==> src/rtl/bs_pkg.sv <==
// Shared packet-size, SYNC, packet-type and PID-class definitions for the
// bit-stream decoder and encoder.
package bs_pkg;

  localparam int DATA_SIZE   = 88;
  localparam int TOKEN_SIZE  = 24;
  localparam int HSHAKE_SIZE = 8;
  localparam int CNT_W       = 7;

  localparam logic [7:0] SYNC = 8'b0000_0001;

  typedef enum logic [1:0] {
    PKT_NONE   = 2'b00,
    PKT_DATA   = 2'b01,
    PKT_TOKEN  = 2'b10,
    PKT_HSHAKE = 2'b11
  } pkt_type_e;

  // PID[1:0] class codes
  localparam logic [1:0] PID_SPECIAL = 2'b00;
  localparam logic [1:0] PID_TOKEN   = 2'b01;
  localparam logic [1:0] PID_HSHAKE  = 2'b10;
  localparam logic [1:0] PID_DATA    = 2'b11;

  // PKT_NONE means malformed: bad check nibble, special PID, or a PID whose
  // class disagrees with the received bit count.
  function automatic pkt_type_e classify(input logic [CNT_W-1:0] nbits,
                                         input logic [7:0]       pid);
    pkt_type_e t;
    t = PKT_NONE;
    if (pid[7:4] == ~pid[3:0]) begin
      case (pid[1:0])
        PID_TOKEN:  if (nbits == CNT_W'(TOKEN_SIZE))  t = PKT_TOKEN;
        PID_DATA:   if (nbits == CNT_W'(DATA_SIZE))   t = PKT_DATA;
        PID_HSHAKE: if (nbits == CNT_W'(HSHAKE_SIZE)) t = PKT_HSHAKE;
        default:    t = PKT_NONE;
      endcase
    end
    return t;
  endfunction

endpackage

==> src/rtl/bs_decoder_sipo.sv <==
// Serial-in parallel-out shift register; new bits enter at the LSB.
module sipo_register #(
  parameter int WIDTH = 88
) (
  input  logic             clk,
  input  logic             rst,
  input  logic             clr,
  input  logic             en,
  input  logic             s_in,
  output logic [WIDTH-1:0] q
);

  always_ff @(posedge clk or posedge rst) begin
    if (rst)      q <= '0;
    else if (clr) q <= '0;
    else if (en)  q <= {q[WIDTH-2:0], s_in};
  end

endmodule

==> src/rtl/bs_decoder.sv <==
// Packet decoder: checks SYNC, shifts in payload bits, classifies on EOP and
// holds the decoded packet until the protocol FSM acknowledges it.
module bs_decoder
  import bs_pkg::*;
(
  input  logic        clk,
  input  logic        rst,
  input  logic        rx_start,
  input  logic        s_in,
  input  logic        s_valid,
  input  logic        rx_eop,
  input  logic        pkt_ack,
  output logic [1:0]  pkt_type,
  output logic [87:0] data,
  output logic [23:0] token,
  output logic [7:0]  hshake,
  output logic        pkt_valid,
  output logic        pkt_err,
  output logic        pkt_drop,
  output logic        free_inbound
);

  typedef enum logic [2:0] {
    ST_IDLE,
    ST_SYNC,
    ST_RECV,
    ST_DRAIN,
    ST_HOLD
  } state_e;

  state_e               state, state_nxt;
  pkt_type_e            held, held_nxt, cls;
  logic [CNT_W-1:0]     cnt, cnt_nxt, cnt_eff, pid_idx;
  logic [DATA_SIZE-1:0] sr, sr_eff;
  logic [7:0]           pid;
  logic                 sr_clr, sr_en, err_nxt, drop_nxt;

  sipo_register #(.WIDTH(DATA_SIZE)) u_sipo (
    .clk  (clk),
    .rst  (rst),
    .clr  (sr_clr),
    .en   (sr_en),
    .s_in (s_in),
    .q    (sr)
  );

  // View including this cycle's bit, so a bit coincident with EOP counts.
  assign sr_eff  = s_valid ? {sr[DATA_SIZE-2:0], s_in} : sr;
  assign cnt_eff = cnt + CNT_W'(s_valid);

  // PID is the oldest 8 bits, i.e. the top byte of the right-aligned payload.
  assign pid_idx = (cnt_eff >= CNT_W'(HSHAKE_SIZE) && cnt_eff <= CNT_W'(DATA_SIZE))
                   ? cnt_eff - CNT_W'(HSHAKE_SIZE) : '0;
  assign pid     = sr_eff[pid_idx +: 8];
  assign cls     = classify(cnt_eff, pid);

  always_ff @(posedge clk or posedge rst) begin
    if (rst) begin
      state    <= ST_IDLE;
      cnt      <= '0;
      held     <= PKT_NONE;
      pkt_err  <= 1'b0;
      pkt_drop <= 1'b0;
    end else begin
      state    <= state_nxt;
      cnt      <= cnt_nxt;
      held     <= held_nxt;
      pkt_err  <= err_nxt;
      pkt_drop <= drop_nxt;
    end
  end

  always_comb begin
    state_nxt = state;
    cnt_nxt   = cnt;
    held_nxt  = held;
    sr_clr    = 1'b0;
    sr_en     = 1'b0;
    err_nxt   = 1'b0;
    drop_nxt  = 1'b0;
    case (state)
      ST_IDLE: begin
        sr_clr  = 1'b1;
        cnt_nxt = '0;
        if (rx_start) state_nxt = ST_SYNC;
      end
      ST_SYNC, ST_RECV, ST_DRAIN: begin
        if (rx_start) begin
          // abort in flight and restart on the new packet
          err_nxt   = 1'b1;
          sr_clr    = 1'b1;
          cnt_nxt   = '0;
          state_nxt = ST_SYNC;
        end else if (state == ST_SYNC) begin
          if (rx_eop) begin
            err_nxt   = 1'b1;
            state_nxt = ST_IDLE;
          end else if (s_valid) begin
            sr_en   = 1'b1;
            cnt_nxt = cnt_eff;
            if (cnt == CNT_W'(7)) begin
              if (sr_eff[7:0] == SYNC) begin
                sr_clr    = 1'b1;
                cnt_nxt   = '0;
                state_nxt = ST_RECV;
              end else begin
                state_nxt = ST_DRAIN;
              end
            end
          end
        end else if (state == ST_RECV) begin
          sr_en   = s_valid;
          cnt_nxt = cnt_eff;
          if (rx_eop) begin
            if (cls != PKT_NONE) begin
              held_nxt  = cls;
              state_nxt = ST_HOLD;
            end else begin
              err_nxt   = 1'b1;
              state_nxt = ST_IDLE;
            end
          end else if (s_valid && cnt == CNT_W'(DATA_SIZE)) begin
            state_nxt = ST_DRAIN;
          end
        end else begin
          if (rx_eop) begin
            err_nxt   = 1'b1;
            state_nxt = ST_IDLE;
          end
        end
      end
      ST_HOLD: begin
        if (rx_start) drop_nxt = 1'b1;
        if (pkt_ack)  state_nxt = ST_IDLE;
      end
      default: state_nxt = ST_IDLE;
    endcase
  end

  assign pkt_valid    = (state == ST_HOLD);
  assign free_inbound = (state == ST_IDLE);
  assign pkt_type     = pkt_valid ? held : PKT_NONE;
  assign data   = (pkt_valid && held == PKT_DATA)   ? sr : '0;
  assign token  = (pkt_valid && held == PKT_TOKEN)  ? sr[TOKEN_SIZE-1:0] : '0;
  assign hshake = (pkt_valid && held == PKT_HSHAKE) ? sr[HSHAKE_SIZE-1:0] : '0;

endmodule
==> config.mk <==
export PLATFORM = sky130hd
export DESIGN_NAME = bs_decoder
export DESIGN_NICKNAME = d
export VERILOG_FILES = /design/src/rtl/bs_pkg.sv /design/src/rtl/bs_decoder_sipo.sv /design/src/rtl/bs_decoder.sv
export SDC_FILE = /design/constraint.sdc
export NUM_CORES = 1
export LEC_CHECK = 0
export ABC_CLOCK_PERIOD_IN_PS = 4300
export CAP_MARGIN = 5
export CORE_MARGIN = 4
export CORE_UTILIZATION = 45
export DETAILED_ROUTE_END_ITERATION = 8
export PLACE_DENSITY_LB_ADDON = 0.08
export SYNTH_ARGS = -nofsm -noshare
export SYNTH_HDL_FRONTEND = slang
export SYNTH_SLANG_ARGS = --single-unit
==> constraint.sdc <==
create_clock -name clk -period 4.3 [get_ports clk]
set_input_delay 0.86 -clock clk [delete_from_list [all_inputs] [get_ports clk]]
set_output_delay 0.86 -clock clk [all_outputs]
set_load 0.02 [all_outputs]
After elaboration in Yosys (flattened, before gate mapping) --
Cells that the tools add are included.
Word-level totals: input port bits 7, bits in registers 102, logic and storage cells 110, output and inout port bits 126
Operators by class: mux-type cells 57, bitwise gates (word level) 3, reduce and logical (&&, ||, !) cells 13, equality and inequality tests 26, add/sub/neg operators 2, $lt $le $gt $ge 2, shift-type cells 1
Operators with widths (number):
- $mux 88 | 4
- $shiftx 88x8->8 | 1
- $mux 7 | 8
- $mux 3 | 12
- $mux 24 | 1
- $mux 1 | 23
- $ne 5x5->1 const B | 4
- $eq 7x7->1 const B | 2
- $pmux 7 s2 | 1
- $ne 4x4->1 const B | 3
- $reduce_and 6->1 | 2
- $pmux 3 s3 | 1
- $eq 2x2->1 const B | 4
- $eq 8x1->1 const B | 1
- $mux 2 | 4
- $mux 8 | 1
- $add 7x1->7 | 1
- $eq 7x3->1 const B | 1
- $eq 7x4->1 const B | 1
- $eq 7x5->1 const B | 1
- $ge 7x4->1 const B | 1
- $le 7x7->1 const B | 1
- $sub 7x4->7 const B | 1
- $eq 3x2->1 const B | 2
- 14 further kinds | 23

Logic depth before layout (Yosys ltp) --
Gate-level depths: netlist (run 1).
word-level depth 15, gate-level depth with buffers 22

Hierarchy --
From an unflattened synthesis (run 1), not the netlist that was laid out.
Second synthesis, totals: cells, all modules 1532, area total of the unflattened synthesis 11847.6 sq um
By module, submodules not included:
- bs_decoder | seq. area each 350.3 sq um, cells each 1247, instances 1, area each 8289.2 sq um
- sipo_register | seq. area each 2202.1 sq um, cells each 285, instances 1, area each 3558.4 sq um

Worst setup path before layout (run 1) --
OpenSTA, ideal clock, no wires.
kind in2reg, start in s_valid, end reg held[0], buffers on the path 1, data required time 4175 ps, arrival 4862 ps, setup slack -687 ps, stages 19, cell sequence ha_1 -> ha_1 -> buf_4 -> and2_1 -> nand2_1 -> xor2_1 -> ha_1 -> and3_1 -> nor4_4 -> o22ai_1 -> o22a_1 -> or4_1 -> a221oi_2 -> a31oi_1 -> nand4_2 -> or4b_1 -> nand3_2 -> nand4_4 -> mux2_4
On the way: cells in the longest elaborated chain, start to end 10, elaborated cells on any way between the ends 23
Ends and longest elaborated chain:
- from (decl) | line bs_decoder.sv:10 | input logic s_valid,
- $add 7x1->7 | line bs_decoder.sv:49 | assign cnt_eff = cnt + CNT_W'(s_valid);
- $ge 7x4->1 / $le 7x7->1 (equally long branches) | line bs_decoder.sv:52 | assign pid_idx = (cnt_eff >= CNT_W'(HSHAKE_SIZE) && cnt_eff <= CNT_W'(DATA_SIZE))
- $logic_and 1x1->1 | line bs_decoder.sv:52
- $mux 7 | line bs_decoder.sv:53 | ? cnt_eff - CNT_W'(HSHAKE_SIZE) : '0;
- $shiftx 88x8->8 | line bs_decoder.sv:54 | assign pid = sr_eff[pid_idx +: 8];
- $eq 2x2->1, or another cell as far along | line bs_pkg.sv:32 | case (pid[1:0])
- $pmux 2 s3 / $eq 4x4->1 (equally long branches) | line bs_pkg.sv:32, bs_pkg.sv:31
- $mux 2 * | line bs_pkg.sv:31 | if (pid[7:4] == ~pid[3:0]) begin
- $reduce_bool 2->1 | line bs_decoder.sv:115 | if (cls != PKT_NONE) begin
- $reduce_and 6->1 (no source line)
- to (signal assigned) | line bs_decoder.sv:67 | held <= held_nxt;
- to (decl) | line bs_decoder.sv:32 | pkt_type_e held, held_nxt, cls;
Mark *: on every way between the ends. The rest lies on a longest branch, timed or not. A chain may end at the register's enable or synchronous reset.

Worst setup path after layout (run 1) --
Same ends and word-level chain as after synthesis.

==> results of run 1 <==
==> cells in the final DEF (no fill, tap or decap), types with 18 or more instances in the layout <==
cell	n
sky130_fd_sc_hd__and2_1	124
sky130_fd_sc_hd__a31oi_1	19
sky130_fd_sc_hd__nor2_1	99
sky130_fd_sc_hd__buf_4	337
sky130_fd_sc_hd__dfrtp_1	102
sky130_fd_sc_hd__a21oi_1	170
sky130_fd_sc_hd__mux2_2	35
sky130_fd_sc_hd__o211ai_1	18
sky130_fd_sc_hd__mux2i_1	78
sky130_fd_sc_hd__nand3_1	24
sky130_fd_sc_hd__buf_6	18
sky130_fd_sc_hd__clkdlybuf4s50_1	131
sky130_fd_sc_hd__o22ai_1	18
sky130_fd_sc_hd__nand2_1	325
sky130_fd_sc_hd__o21ai_0	76
==> logic make-up (layout without fill, tap and decap cells) <==
logic type / after synthesis / in the layout
AOI/OAI and AO/OA: 519 / 519
muxes: 116 / 116
and+or+nand+nor: 695 / 695
DFF: 102 / 102
adders and majority gates: 4 / 4
xor gates and xnor gates: 8 / 8
buffers and inverters: 154 / 531
==> through the flow <==
| step | instances | util (%) | setup TNS [ps] | worst slack (ps) |
|---|---|---|---|---|
| floorplan | 1598 | - | -347 | -173 |
| global placement | 2264 | 62.6 | -2410 | -676 |
| detailed placement | 2264 | 62.6 | -2900 | -807 |
| CTS | 2292 | 65.4 | -687 | -226 |
| global route | 2299 | 67.1 | -1260 | -381 |
| finish | 2299 | 67.1 | -987 | -313 |
==> state kept, by name, summed over array words and instances (netlist names) <==
name	cells
u_sipo.q	88
cnt	7
state	3
held	2
pkt_drop	1
pkt_err	1
==> worst max path at each step <==
| stage | start | endpoint | slack (ps) |
|---|---|---|---|
| 4_1_cts | s_valid | held[0]$_DFFE_PP0P_ | -230 |
| 2_1_floorplan | s_valid | held[0]$_DFFE_PP0P_ | -170 |
| 3_5_place_dp | s_valid | held[1]$_DFFE_PP0P_ | -810 |
| 3_3_place_gp | s_valid | held[1]$_DFFE_PP0P_ | -680 |
| 6_report | s_valid | held[0]$_DFFE_PP0P_ | -310 |
| 5_1_grt | s_valid | held[0]$_DFFE_PP0P_ | -380 |
==> report_power, final <==
| group | switching [mW] | internal [mW] |
|---|---|---|
| Sequential | 0.00400 | 0.961 |
| Clock | 0.456 | 0.422 |
| Combinational | 0.504 | 0.271 |
| Total | 0.964 | 1.65 |
==> area by class of cell <==
class	count	area [sq um]	area share, %
multi-input cells	1342	8760	53.2
repair buffers	504	4400	26.7
flip-flops and latches	102	2550	15.5
well taps	324	405	2.46
clock buffers	10	239	1.45
clock inverters	6	55.1	0.334
inverters	11	43.8	0.266
==> per-layer routing <==
layer	routed length, um	share of wire (%)
met1	22900	44
met4	1860	3.6
met2	22900	44
met3	4290	8.3
met5	0	0
==> tightest hold or removal path: cells and delay by family (launching register included) <==
kind	cells	cell delay (ps)
DFF	1	410
and+or+nand+nor	1	70
AOI/OAI and AO/OA	1	60
==> what timing repair did <==
item                                    in CTS  in global routing
gates resized for setup                     52                 77
pin swaps                                   13                 27
endpoints found under the setup margin       4                  4
gates cloned                                 1                  0
buffers inserted                            11                  8
==> flow_metrics.py, run 1 <==
metrics = {
    "global_route": {
        "grt_max_degree": 101,
        "globalRouteMet3Util_pct": 5.05,
        "grt_pass1_wl_um": 80300,
        "grt_overflow_total": 0,
        "global_route.usage.met2_pct": 54.5,
        "vias_in_the_first_global_route": 13500,
        "grt_most_used_layer": "met2",
        "grt.met1_usage_pct": 52.5,
        "grt_antenna_before_repair": 1,
        "global_route.usage.total_pct": 35.7,
    },
    "sta": {
        "grt_setup_unrepaired": "true",
        "final_min_period_over_clock_period_pct": 107,
        "max_freq_mhz": 217,
        "slew_violations": 0,
        "finalSetupViolations": 4,
        "worstMarginPinSlew_ps": 1000,
        "max-slew-margin-rel_pct": 33.3,
        "timing.final.ws_setup_ps": -313,
        "finalHoldViolCount": 0,
        "holdWs_ps": 570,
        "worst_clock_skew_ps": 12.7,
        "layout_min_cycle_time_ps": 4610,
    },
    "yosys": {
        "yosysWarnings": 0,
        "synth.cell_area_sq_mm": 0.0113,
        "xor_and_xnor_area_share_after_synthesis_pct": 0.753,
        "ys_ff_latch": 102,
        "combinational_family_with_the_most_area_after_synthesis": "compound AO/OA/AOI/OAI gates",
        "post_synthesis_compound_gate_area_fraction_pct": 30.2,
        "post_synth_main_area_contributors": "sky130_fd_sc_hd__dfrtp_1 23%, sky130_fd_sc_hd__nand2_1 11%, sky130_fd_sc_hd__a21oi_1 7.9%",
        "postSynthCellCount": 1598,
        "basic_gate_share_of_the_synthesized_area_counting_and_or_nand_and_nor_cells_pct": 29.2,
        "syn-mean-instance-area_sq_um": 7.07,
        "number_of_synthesized_flops_with_an_enable_pin": 0,
        "synth.yosys.seq_area_share_pct": 22.6,
        "postSynthNetCount": 1609,
        "synth.largest_area_cell": "sky130_fd_sc_hd__dfrtp_1",
        "synthMuxAreaShare_pct": 10.9,
        "synth_flop_cell": "sky130_fd_sc_hd__dfrtp_1",
        "post-synth-top-area-fraction_pct": 22.6,
        "synth_most_common_cell": "sky130_fd_sc_hd__nand2_1",
        "async_reset_ff_share_pct": 100,
        "yosys-top-cells-count": "330 x sky130_fd_sc_hd__nand2_1, 178 x sky130_fd_sc_hd__a21oi_1, 125 x sky130_fd_sc_hd__and2_1",
        "post_synth_fa_ha_maj_area_fraction_pct": 0.443,
        "netlist-cell-type-count": 91,
    },
    "detailed_routing": {
        "detail_route.iter0.violations": 1557,
        "num_vias": 14500,
        "postRouteWirelength_um": 52000,
        "postRouteAntennaNets": 0,
        "drt_pass1_iterations": 6,
        "vias_per_cell": 6.29,
        "route.detailed.wl_per_inst_um": 22.6,
        "route.detailed.drc": 0,
    },
    "layout": {
        "fillerInstances": 2144,
        "drive_above_1_share_pct": 28.4,
        "flow.area_growth_from_synthesis_pct": 45.6,
        "final_design_area_no_fill_sq_mm": 0.0165,
        "nNetsFinal": 1981,
        "antenna_diode_count": 0,
    },
    "floorplan": {
        "die_w_um": 166,
        "floorplan.die_area_sq_mm": 0.0277,
        "placeableCoreArea_sq_mm": 0.0245,
        "io_pins": 133,
        "die_height_um": 166,
        "floorplan.initialDensity_pct": 46.1,
        "core.rowCount": 57,
    },
    "hold_path": {
        "holdPathStages": 2,
        "worstHoldStart": "u_sipo.q[87]$_DFFE_PP0P_",
        "min_to": "u_sipo.q[87]$_DFFE_PP0P_",
        "worstHoldPathType": "reg -> reg",
    },
    "pwr": {
        "p_per_cell_area_mw_per_mm2": 159,
        "fin_total_pwr_mw": 2.62,
        "leakage_nw": 6.84,
        "power.ir.vdd_worst_mv": 0.171,
    },
    "clock_tree": {
        "cts_buffer_depth": 2,
        "cts.htree.levels": 3,
        "hold_buffers": 0,
        "clk_root_buffer_cell": "sky130_fd_sc_hd__clkbuf_16",
        "clock_pin_transition_on_the_worst_setup_and_hold_timing_paths_ps": 80,
        "insertion_delay_ps": 370,
        "clock_sinks": 102,
        "cts_buffers": 9,
        "cts_tree": "yes",
    },
    "flow_run": {
        "max_cap_viol": 0,
    },
    "critical_path": {
        "critical_path_class": "in -> reg",
        "rr_worst_depth": 19,
        "reg2reg_from": "cnt[0]$_DFFE_PP0P_",
        "timing.reg2reg.setup_slack_ps": -160,
        "crit_top_cell": "sky130_fd_sc_hd__buf_4",
        "path_max_fanout": 7,
        "critPathCaptureType": "register",
        "worst_path_dominant_cell_family": "simple AND/OR/NAND/NOR gates",
        "cp_depth": 19,
        "worst_path_max_delay_cell": "sky130_fd_sc_hd__or4b_4",
        "worst_ep_required_time_ps": 4550,
        "worstReg2RegEnd": "held[0]$_DFFE_PP0P_",
        "crit_path_max_incr_delay_ps": 540,
        "cp.arrival_ps": 4860,
        "buffering_stage_count_on_the_worst_path_with_inverters_included": 5,
        "timing.critical_path.from_type": "input pin",
        "worstPathCellList": "buf_8 -> ha_4 -> ha_4 -> or2_1 -> or4_4 -> o211ai_1 -> buf_4 -> a22oi_2 -> buf_4 -> a211oi_1 -> buf_4 -> a22oi_1 -> a31oi_1 -> buf_4 -> a221oi_4 -> or4b_4 -> nand3_4 -> nand4_4 -> mux2_4",
    },
    "placement": {
        "detailedPlacementHpwl_um": 38400,
        "gp_congestion": 1.07,
        "port-buffer-count": 132,
        "placed_area_sq_mm": 0.0154,
    },
    "outcome": {
        "outcome": "complete, but fails checks",
        "failed_checks": "setup timing",
    },
}
(Power assumes the default switching activity.)
==> run 2: changes to the inputs <==
--- a/config.mk
+++ b/config.mk
@@ -11,6 +11,7 @@
 export CORE_UTILIZATION = 45
 export DETAILED_ROUTE_END_ITERATION = 8
 export PLACE_DENSITY_LB_ADDON = 0.08
+export RECOVER_POWER = 100
 export SYNTH_ARGS = -nofsm -noshare
 export SYNTH_HDL_FRONTEND = slang
 export SYNTH_SLANG_ARGS = --single-unit
==> run 2 against run 1 <==
Compared with the run above: the flow finishes with violations (capacitance limit, slew limit, setup timing); design area fell by 0.39%; first-iteration DRC count increased by 0.13%; die area is the same; final cell count did not move; clock power increased by 0.5%; sequential share of layout area up 0.060 points; worst setup slack improved by 26 ps; via count shrank 0.69%; maximum frequency is 0.56% higher; core utilization decreased by 0.26 points; total power shrank 0.12%; clock skew grew 1.4 ps; critical path type unchanged; highest routed layer unchanged.
==> flow_metrics.py, run 2 (synthesis gave the netlist of run 1 again) <==
metrics = {
    "sta": {
        "worst_clock_skew_ps": 14.1,
        "setup_tns_ps": -891,
        "max-slew-margin-rel_pct": -65.0,
        "timing.final.ws_setup_ps": -288,
        "finalHoldViolCount": 0,
        "holdWs_ps": 570,
        "grt_setup_unrepaired": "true",
        "worstMarginPinSlew_ps": 2460,
        "slew_violations": 50,
        "finalSetupViolations": 4,
        "final_min_period_over_clock_period_pct": 107,
        "layout_min_cycle_time_ps": 4590,
        "max_freq_mhz": 218,
    },
    "critical_path": {
        "timing.critical_path.from_type": "input pin",
        "crit_top_cell": "sky130_fd_sc_hd__ha_4",
        "crit_path_max_incr_delay_ps": 540,
        "worst_path_max_delay_cell": "sky130_fd_sc_hd__or4b_4",
        "critical_path_class": "in -> reg",
        "cp.arrival_ps": 4840,
        "worst_ep_required_time_ps": 4550,
        "path_max_fanout": 17,
        "worstPathCellList": "buf_8 -> ha_4 -> ha_4 -> and2_4 -> nand2_4 -> xor2_4 -> ha_4 -> nand3_2 -> nand4_4 -> buf_6 -> a2bb2oi_4 -> buf_12 -> buf_4 -> a21oi_1 -> o21ai_0 -> o21ai_0 -> a31oi_1 -> buf_4 -> a221oi_4 -> or4b_4 -> nand3_4 -> nand4_4 -> mux2_4",
        "critPathCaptureType": "register",
    },
    "clock_tree": {
        "clock_pin_transition_on_the_worst_setup_and_hold_timing_paths_ps": 80,
        "cts_tree": "yes",
        "cts_buffer_depth": 2,
        "cts.htree.levels": 3,
        "clk_root_buffer_cell": "sky130_fd_sc_hd__clkbuf_16",
        "clock_sinks": 102,
        "insertion_delay_ps": 370,
        "cts_buffers": 9,
        "hold_buffers": 0,
    },
    "detailed_routing": {
        "vias_per_cell": 6.25,
        "postRouteAntennaNets": 0,
        "detail_route.iter0.violations": 1559,
        "route.detailed.drc": 0,
        "drt_pass1_iterations": 6,
        "num_vias": 14400,
        "route.detailed.wl_per_inst_um": 22.6,
        "postRouteWirelength_um": 52000,
    },
    "floorplan": {
        "die_w_um": 166,
        "io_pins": 133,
        "die_height_um": 166,
        "floorplan.initialDensity_pct": 46.1,
        "core.rowCount": 57,
        "floorplan.die_area_sq_mm": 0.0277,
        "placeableCoreArea_sq_mm": 0.0245,
    },
    "global_route": {
        "grt_pass1_wl_um": 80300,
        "global_route.usage.total_pct": 35.7,
        "vias_in_the_first_global_route": 13500,
        "grt_antenna_before_repair": 1,
        "grt_overflow_total": 0,
        "grt_max_degree": 101,
    },
    "layout": {
        "final_common_cell": "sky130_fd_sc_hd__buf_4",
        "flow.area_growth_from_synthesis_pct": 45.1,
        "reg_top3": "u_sipo.q x88, cnt x7, state x3",
        "most_frequent_cells_in_the_layout": "330 x sky130_fd_sc_hd__buf_4, 325 x sky130_fd_sc_hd__nand2_1, 170 x sky130_fd_sc_hd__a21oi_1, 119 x sky130_fd_sc_hd__and2_1, 102 x sky130_fd_sc_hd__dfrtp_1",
        "top_register": "u_sipo.q",
        "fillerInstances": 2157,
        "largest_register_ffs": 88,
        "final_cell_count_no_fill": 2299,
        "nNetsFinal": 1981,
        "antenna_diode_count": 0,
        "drive_above_1_share_pct": 28.1,
    },
    "placement": {
        "detailedPlacementHpwl_um": 38400,
        "post-place-cells": 2264,
        "port-buffer-count": 132,
        "gp_congestion": 1.07,
    },
    "pwr": {
        "fin_total_pwr_mw": 2.62,
        "leakage_nw": 7.13,
        "p_per_cell_area_mw_per_mm2": 160,
        "power.ir.vdd_worst_mv": 0.172,
    },
    "outcome": {
        "outcome": "complete, but fails checks",
        "failed_checks": "capacitance limit, slew limit, setup timing",
    },
    "hold_path": {
        "worstHoldPathType": "reg -> reg",
    },
    "flow_run": {
        "max_cap_viol": 1,
    },
}
run 2: cell count changes in the layout (fill, tap and decap cells not counted), sizes merged:
cell / change
buf: -9
clkinvlp: +1
dlygate4sd3: +95
inv: -1
clkbuf: +9
clkdlybuf4s50: -95
run 2: final cells by class:
type | count | area, sq um | share of cell area, %
sequential | 102 | 2550 | 15.6
tap | 324 | 405 | 2.47
inverter | 11 | 42.5 | 0.259
multi-input combinational | 1342 | 8750 | 53.4
clock buffer | 10 | 239 | 1.46
timing repair buffer | 504 | 4350 | 26.5
clock inverter | 6 | 55.1 | 0.336
run 2: what timing repair did:
item / 4_1_cts / 5_1_grt
pin swaps: 13 / 27
setup endpoints to repair: 4 / 4
setup buffers: 11 / 8
resized for setup: 52 / 77
gates cloned: 1 / 0
run 2: path summary, 6_finish.rpt:
| kind | cells after the start | endpoint | startpoint | slack [ps] |
|---|---|---|---|---|
| setup / recovery | 23 | held[0]$_DFFE_PP0P_ | s_valid | -290 |
| setup reg to reg | 22 | held[0]$_DFFE_PP0P_ | cnt[0]$_DFFE_PP0P_ | -140 |
| max in group asynchronous | 3 | u_sipo.q[70]$_DFFE_PP0P_ | rst | 490 |
| hold / removal | 2 | u_sipo.q[46]$_DFFE_PP0P_ | u_sipo.q[45]$_DFFE_PP0P_ | 570 |
| hold reg to reg | 2 | u_sipo.q[46]$_DFFE_PP0P_ | u_sipo.q[45]$_DFFE_PP0P_ | 570 |
| min in group asynchronous | 2 | u_sipo.q[14]$_DFFE_PP0P_ | rst | 1580 |
run 2: stage by stage:
stage | cell area [sq um] | setup WS (ps) | util [%]
final | 16400 | -288 | 66.8
after global routing | 16400 | -381 | 66.8
after CTS | 16000 | -226 | 65.4
after detailed placement | 15400 | -807 | 62.6
after global placement | 15400 | -676 | 62.6
after floorplan | 11500 | -173 | -
run 2: worst max-delay path: cells and delay by family:
kind	cells	cell delay (ps)
muxes	1	330
adders and majority gates	3	480
and+or+nand+nor	7	1230
xor gates and xnor gates	1	170
buffers and inverters	5	780
AOI/OAI and AO/OA	6	970
run 2: layer usage:
| layer | up-vias | part of all wire (%) | track usage [%] |
|---|---|---|---|
| met4 | 0 | 3.3 | 10.9 |
| met3 | 104 | 8.6 | 5.05 |
| li1 | 6547 | - | - |
| met1 | 6974 | 44 | 52.5 |
| met5 | - | 0 | 0 |
| met2 | 743 | 45 | 54.5 |
run 2: power by group:
group	total, mW	internal, mW	switching [mW]
logic	0.768	0.265	0.504
clock network	0.881	0.422	0.460
registers	0.966	0.962	0.00397
==> run 3: changes to the inputs <==
--- a/config.mk
+++ b/config.mk
@@ -6,10 +6,10 @@
 export NUM_CORES = 1
 export LEC_CHECK = 0
 export ABC_CLOCK_PERIOD_IN_PS = 4300
-export CAP_MARGIN = 5
 export CORE_MARGIN = 4
 export CORE_UTILIZATION = 45
 export DETAILED_ROUTE_END_ITERATION = 8
+export GPL_ROUTABILITY_DRIVEN = 0
 export PLACE_DENSITY_LB_ADDON = 0.08
 export RECOVER_POWER = 100
 export SYNTH_ARGS = -nofsm -noshare
==> run 3 against run 2 <==
Compared with the run above: the run still ends with capacitance limit, slew limit, setup timing left; core utilization shrank 0.52 points; global-route usage shrank 3.7 points; critical path depth shrank 2; worst hold slack gained 1.2 ps; worst setup slack lost 7.8 ps; clock power shrank 1%; design area shrank 0.77%; largest cell class unchanged; highest routed layer is now met5.
==> flow_metrics.py, run 3 (synthesis gave the netlist of run 1 again) <==
metrics = {
    "global_route": {
        "global_route.usage.total_pct": 32.0,
        "grt_pass1_wl_um": 73100,
        "grt_max_degree": 101,
        "grt_overflow_total": 0,
        "vias_in_the_first_global_route": 13000,
        "grt_antenna_before_repair": 0,
    },
    "layout": {
        "most_frequent_cells_in_the_layout": "328 x sky130_fd_sc_hd__nand2_1, 311 x sky130_fd_sc_hd__buf_4, 174 x sky130_fd_sc_hd__a21oi_1, 111 x sky130_fd_sc_hd__and2_1",
        "reg_top3": "u_sipo.q x88, cnt x7, state x3",
        "final_common_cell": "sky130_fd_sc_hd__nand2_1",
        "largest_register_ffs": 88,
        "final_design_area_no_fill_sq_mm": 0.0163,
        "top_register": "u_sipo.q",
        "nNetsFinal": 1957,
        "flow.area_growth_from_synthesis_pct": 44.0,
        "antenna_diode_count": 0,
        "drive_above_1_share_pct": 27.2,
    },
    "critical_path": {
        "rr_worst_depth": 20,
        "worst_ep_required_time_ps": 4560,
        "worst_path_dominant_cell_family": "simple AND/OR/NAND/NOR gates",
        "path_max_fanout": 7,
        "crit_path_max_incr_delay_ps": 420,
        "crit_top_cell": "sky130_fd_sc_hd__ha_4",
        "critPathCaptureType": "register",
        "worstPathCellList": "buf_8 -> ha_4 -> ha_4 -> and2_4 -> nand2_4 -> xor2_4 -> ha_4 -> and3_4 -> nor4_4 -> buf_4 -> o22a_1 -> buf_4 -> a22o_1 -> o32ai_1 -> or3b_4 -> a221oi_4 -> buf_6 -> nand4_1 -> nand3_4 -> nand4_4 -> mux2_4",
        "timing.reg2reg.setup_slack_ps": -170,
        "critical_path_class": "in -> reg",
        "worst_path_max_delay_cell": "sky130_fd_sc_hd__or3b_4",
        "cp.arrival_ps": 4860,
        "worstReg2RegEnd": "held[1]$_DFFE_PP0P_",
        "reg2reg_from": "cnt[0]$_DFFE_PP0P_",
        "timing.critical_path.from_type": "input pin",
        "buffering_stage_count_on_the_worst_path_with_inverters_included": 4,
        "cp_depth": 21,
    },
    "clock_tree": {
        "cts_buffers": 9,
        "clock_sinks": 102,
        "cts_buffer_depth": 2,
        "clock_pin_transition_on_the_worst_setup_and_hold_timing_paths_ps": 80,
        "cts_tree": "yes",
        "insertion_delay_ps": 380,
        "cts.htree.levels": 3,
        "clk_root_buffer_cell": "sky130_fd_sc_hd__clkbuf_16",
        "hold_buffers": 0,
    },
    "sta": {
        "finalSetupViolations": 4,
        "timing.final.ws_setup_ps": -295,
        "slew_violations": 73,
        "max-slew-margin-rel_pct": -24.6,
        "worst_clock_skew_ps": 15.6,
        "layout_min_cycle_time_ps": 4600,
        "grt_setup_unrepaired": "true",
        "max_freq_mhz": 218,
        "final_min_period_over_clock_period_pct": 107,
        "worstMarginPinSlew_ps": 1860,
        "finalHoldViolCount": 0,
        "holdWs_ps": 571,
    },
    "placement": {
        "placed_area_sq_mm": 0.0150,
        "port-buffer-count": 132,
        "detailedPlacementHpwl_um": 33600,
    },
    "outcome": {
        "outcome": "complete, but fails checks",
        "failed_checks": "capacitance limit, slew limit, setup timing",
    },
    "pwr": {
        "seq_power_share_pct": 37.7,
        "pwr-share-comb_pct": 28.4,
        "leakage_nw": 7.03,
        "p_per_cell_area_mw_per_mm2": 157,
        "power_switching_uw": 935,
        "power.share.clock_pct": 33.9,
        "switching_share_pct": 36.5,
        "power.ir.vdd_worst_mv": 0.208,
        "intPower_mw": 1.63,
    },
    "hold_path": {
        "min_to": "u_sipo.q[34]$_DFFE_PP0P_",
        "worstHoldPathType": "reg -> reg",
        "holdPathStages": 2,
        "worstHoldStart": "u_sipo.q[33]$_DFFE_PP0P_",
    },
    "detailed_routing": {
        "detail_route.iter0.violations": 1904,
        "route.detailed.drc": 0,
        "vias_per_cell": 6.19,
        "postRouteAntennaNets": 0,
        "drt_pass1_iterations": 9,
        "postRouteWirelength_um": 47200,
        "route.detailed.wl_per_inst_um": 20.7,
        "num_vias": 14100,
    },
    "floorplan": {
        "placeableCoreArea_sq_mm": 0.0245,
        "io_pins": 133,
        "core.rowCount": 57,
        "floorplan.initialDensity_pct": 46.1,
        "die_w_um": 166,
        "floorplan.die_area_sq_mm": 0.0277,
        "die_height_um": 166,
    },
    "flow_run": {
        "max_cap_viol": 2,
    },
}
## run 3: cell types whose count changed in the layout (fill, tap and decap cells not counted), moves of 4 or more
cell,delta
sky130_fd_sc_hd__buf_6,-6
sky130_fd_sc_hd__and2_0,+8
sky130_fd_sc_hd__nand2_2,-4
sky130_fd_sc_hd__buf_4,-19
sky130_fd_sc_hd__a21oi_1,+4
sky130_fd_sc_hd__and2_1,-8
sky130_fd_sc_hd__a21oi_2,-4
## run 3: area by class of cell
cell class | instances | area (sq um)
clock inverters | 6 | 52.6
well taps | 324 | 405
repair buffers | 480 | 4200
clock buffers | 10 | 239
flip-flops and latches | 102 | 2550
inverters | 11 | 42.5
multi-input cells | 1342 | 8770
fillers | 2136 | 8270
## run 3: power by group through the flow
stage / clock (mW) / combinational, mW / sequential (mW)
final: 0.868 / 0.727 / 0.965
after global placement: 0 / 0.688 / 0.984
after CTS: 0.878 / 0.702 / 0.965
after detailed placement: 0 / 0.689 / 0.984
after global routing: 0.911 / 0.780 / 0.966
after floorplan: 0 / 0.437 / 0.985
## run 3: worst reg2reg max path: cells and delay by family (launching register included)
kind | cells | cell delay (ps)
AOI/OAI and AO/OA | 4 | 930
and+or+nand+nor | 8 | 1470
DFF | 1 | 400
xor gates and xnor gates | 1 | 180
buffers and inverters | 3 | 520
adders and majority gates | 3 | 520
muxes | 1 | 330
## run 3: through the flow
step | util, % | cells | worst slack (ps) | TNS (ps) | total power, mW
global placement | 61.3 | 2224 | -731 | -2750 | 1.67
CTS | 64.8 | 2262 | -178 | -674 | 2.55
detailed placement | 61.3 | 2224 | -852 | -3250 | 1.67
finish | 66.3 | 2275 | -295 | -1110 | 2.56
floorplan | - | 1598 | -173 | -347 | 1.42
global route | 66.3 | 2275 | -405 | -1660 | 2.66
## run 3: metal layers
metal	vias up	wire, um	track usage, %
met5	-	25	0
met2	807	20300	47.2
met1	6572	19800	45.1
met4	2	2330	12.4
li1	6489	-	-
met3	220	4700	8.13
## run 3: what timing repair did
item                                    CTS  global route
buffers inserted                         20            12
pin swaps                                25            18
endpoints found under the setup margin    4             4
resized for setup                        68            53
cloned                                    3             2
## run 3: how the worst max path moves through the flow
| stage | start | endpoint |
|---|---|---|
| 2_1_floorplan | s_valid | held[0]$_DFFE_PP0P_ |
| 3_3_place_gp | s_valid | held[1]$_DFFE_PP0P_ |
| 3_5_place_dp | s_valid | held[1]$_DFFE_PP0P_ |
| 4_1_cts | s_valid | held[1]$_DFFE_PP0P_ |
| 5_1_grt | s_valid | held[0]$_DFFE_PP0P_ |
| 6_report | s_valid | held[1]$_DFFE_PP0P_ |
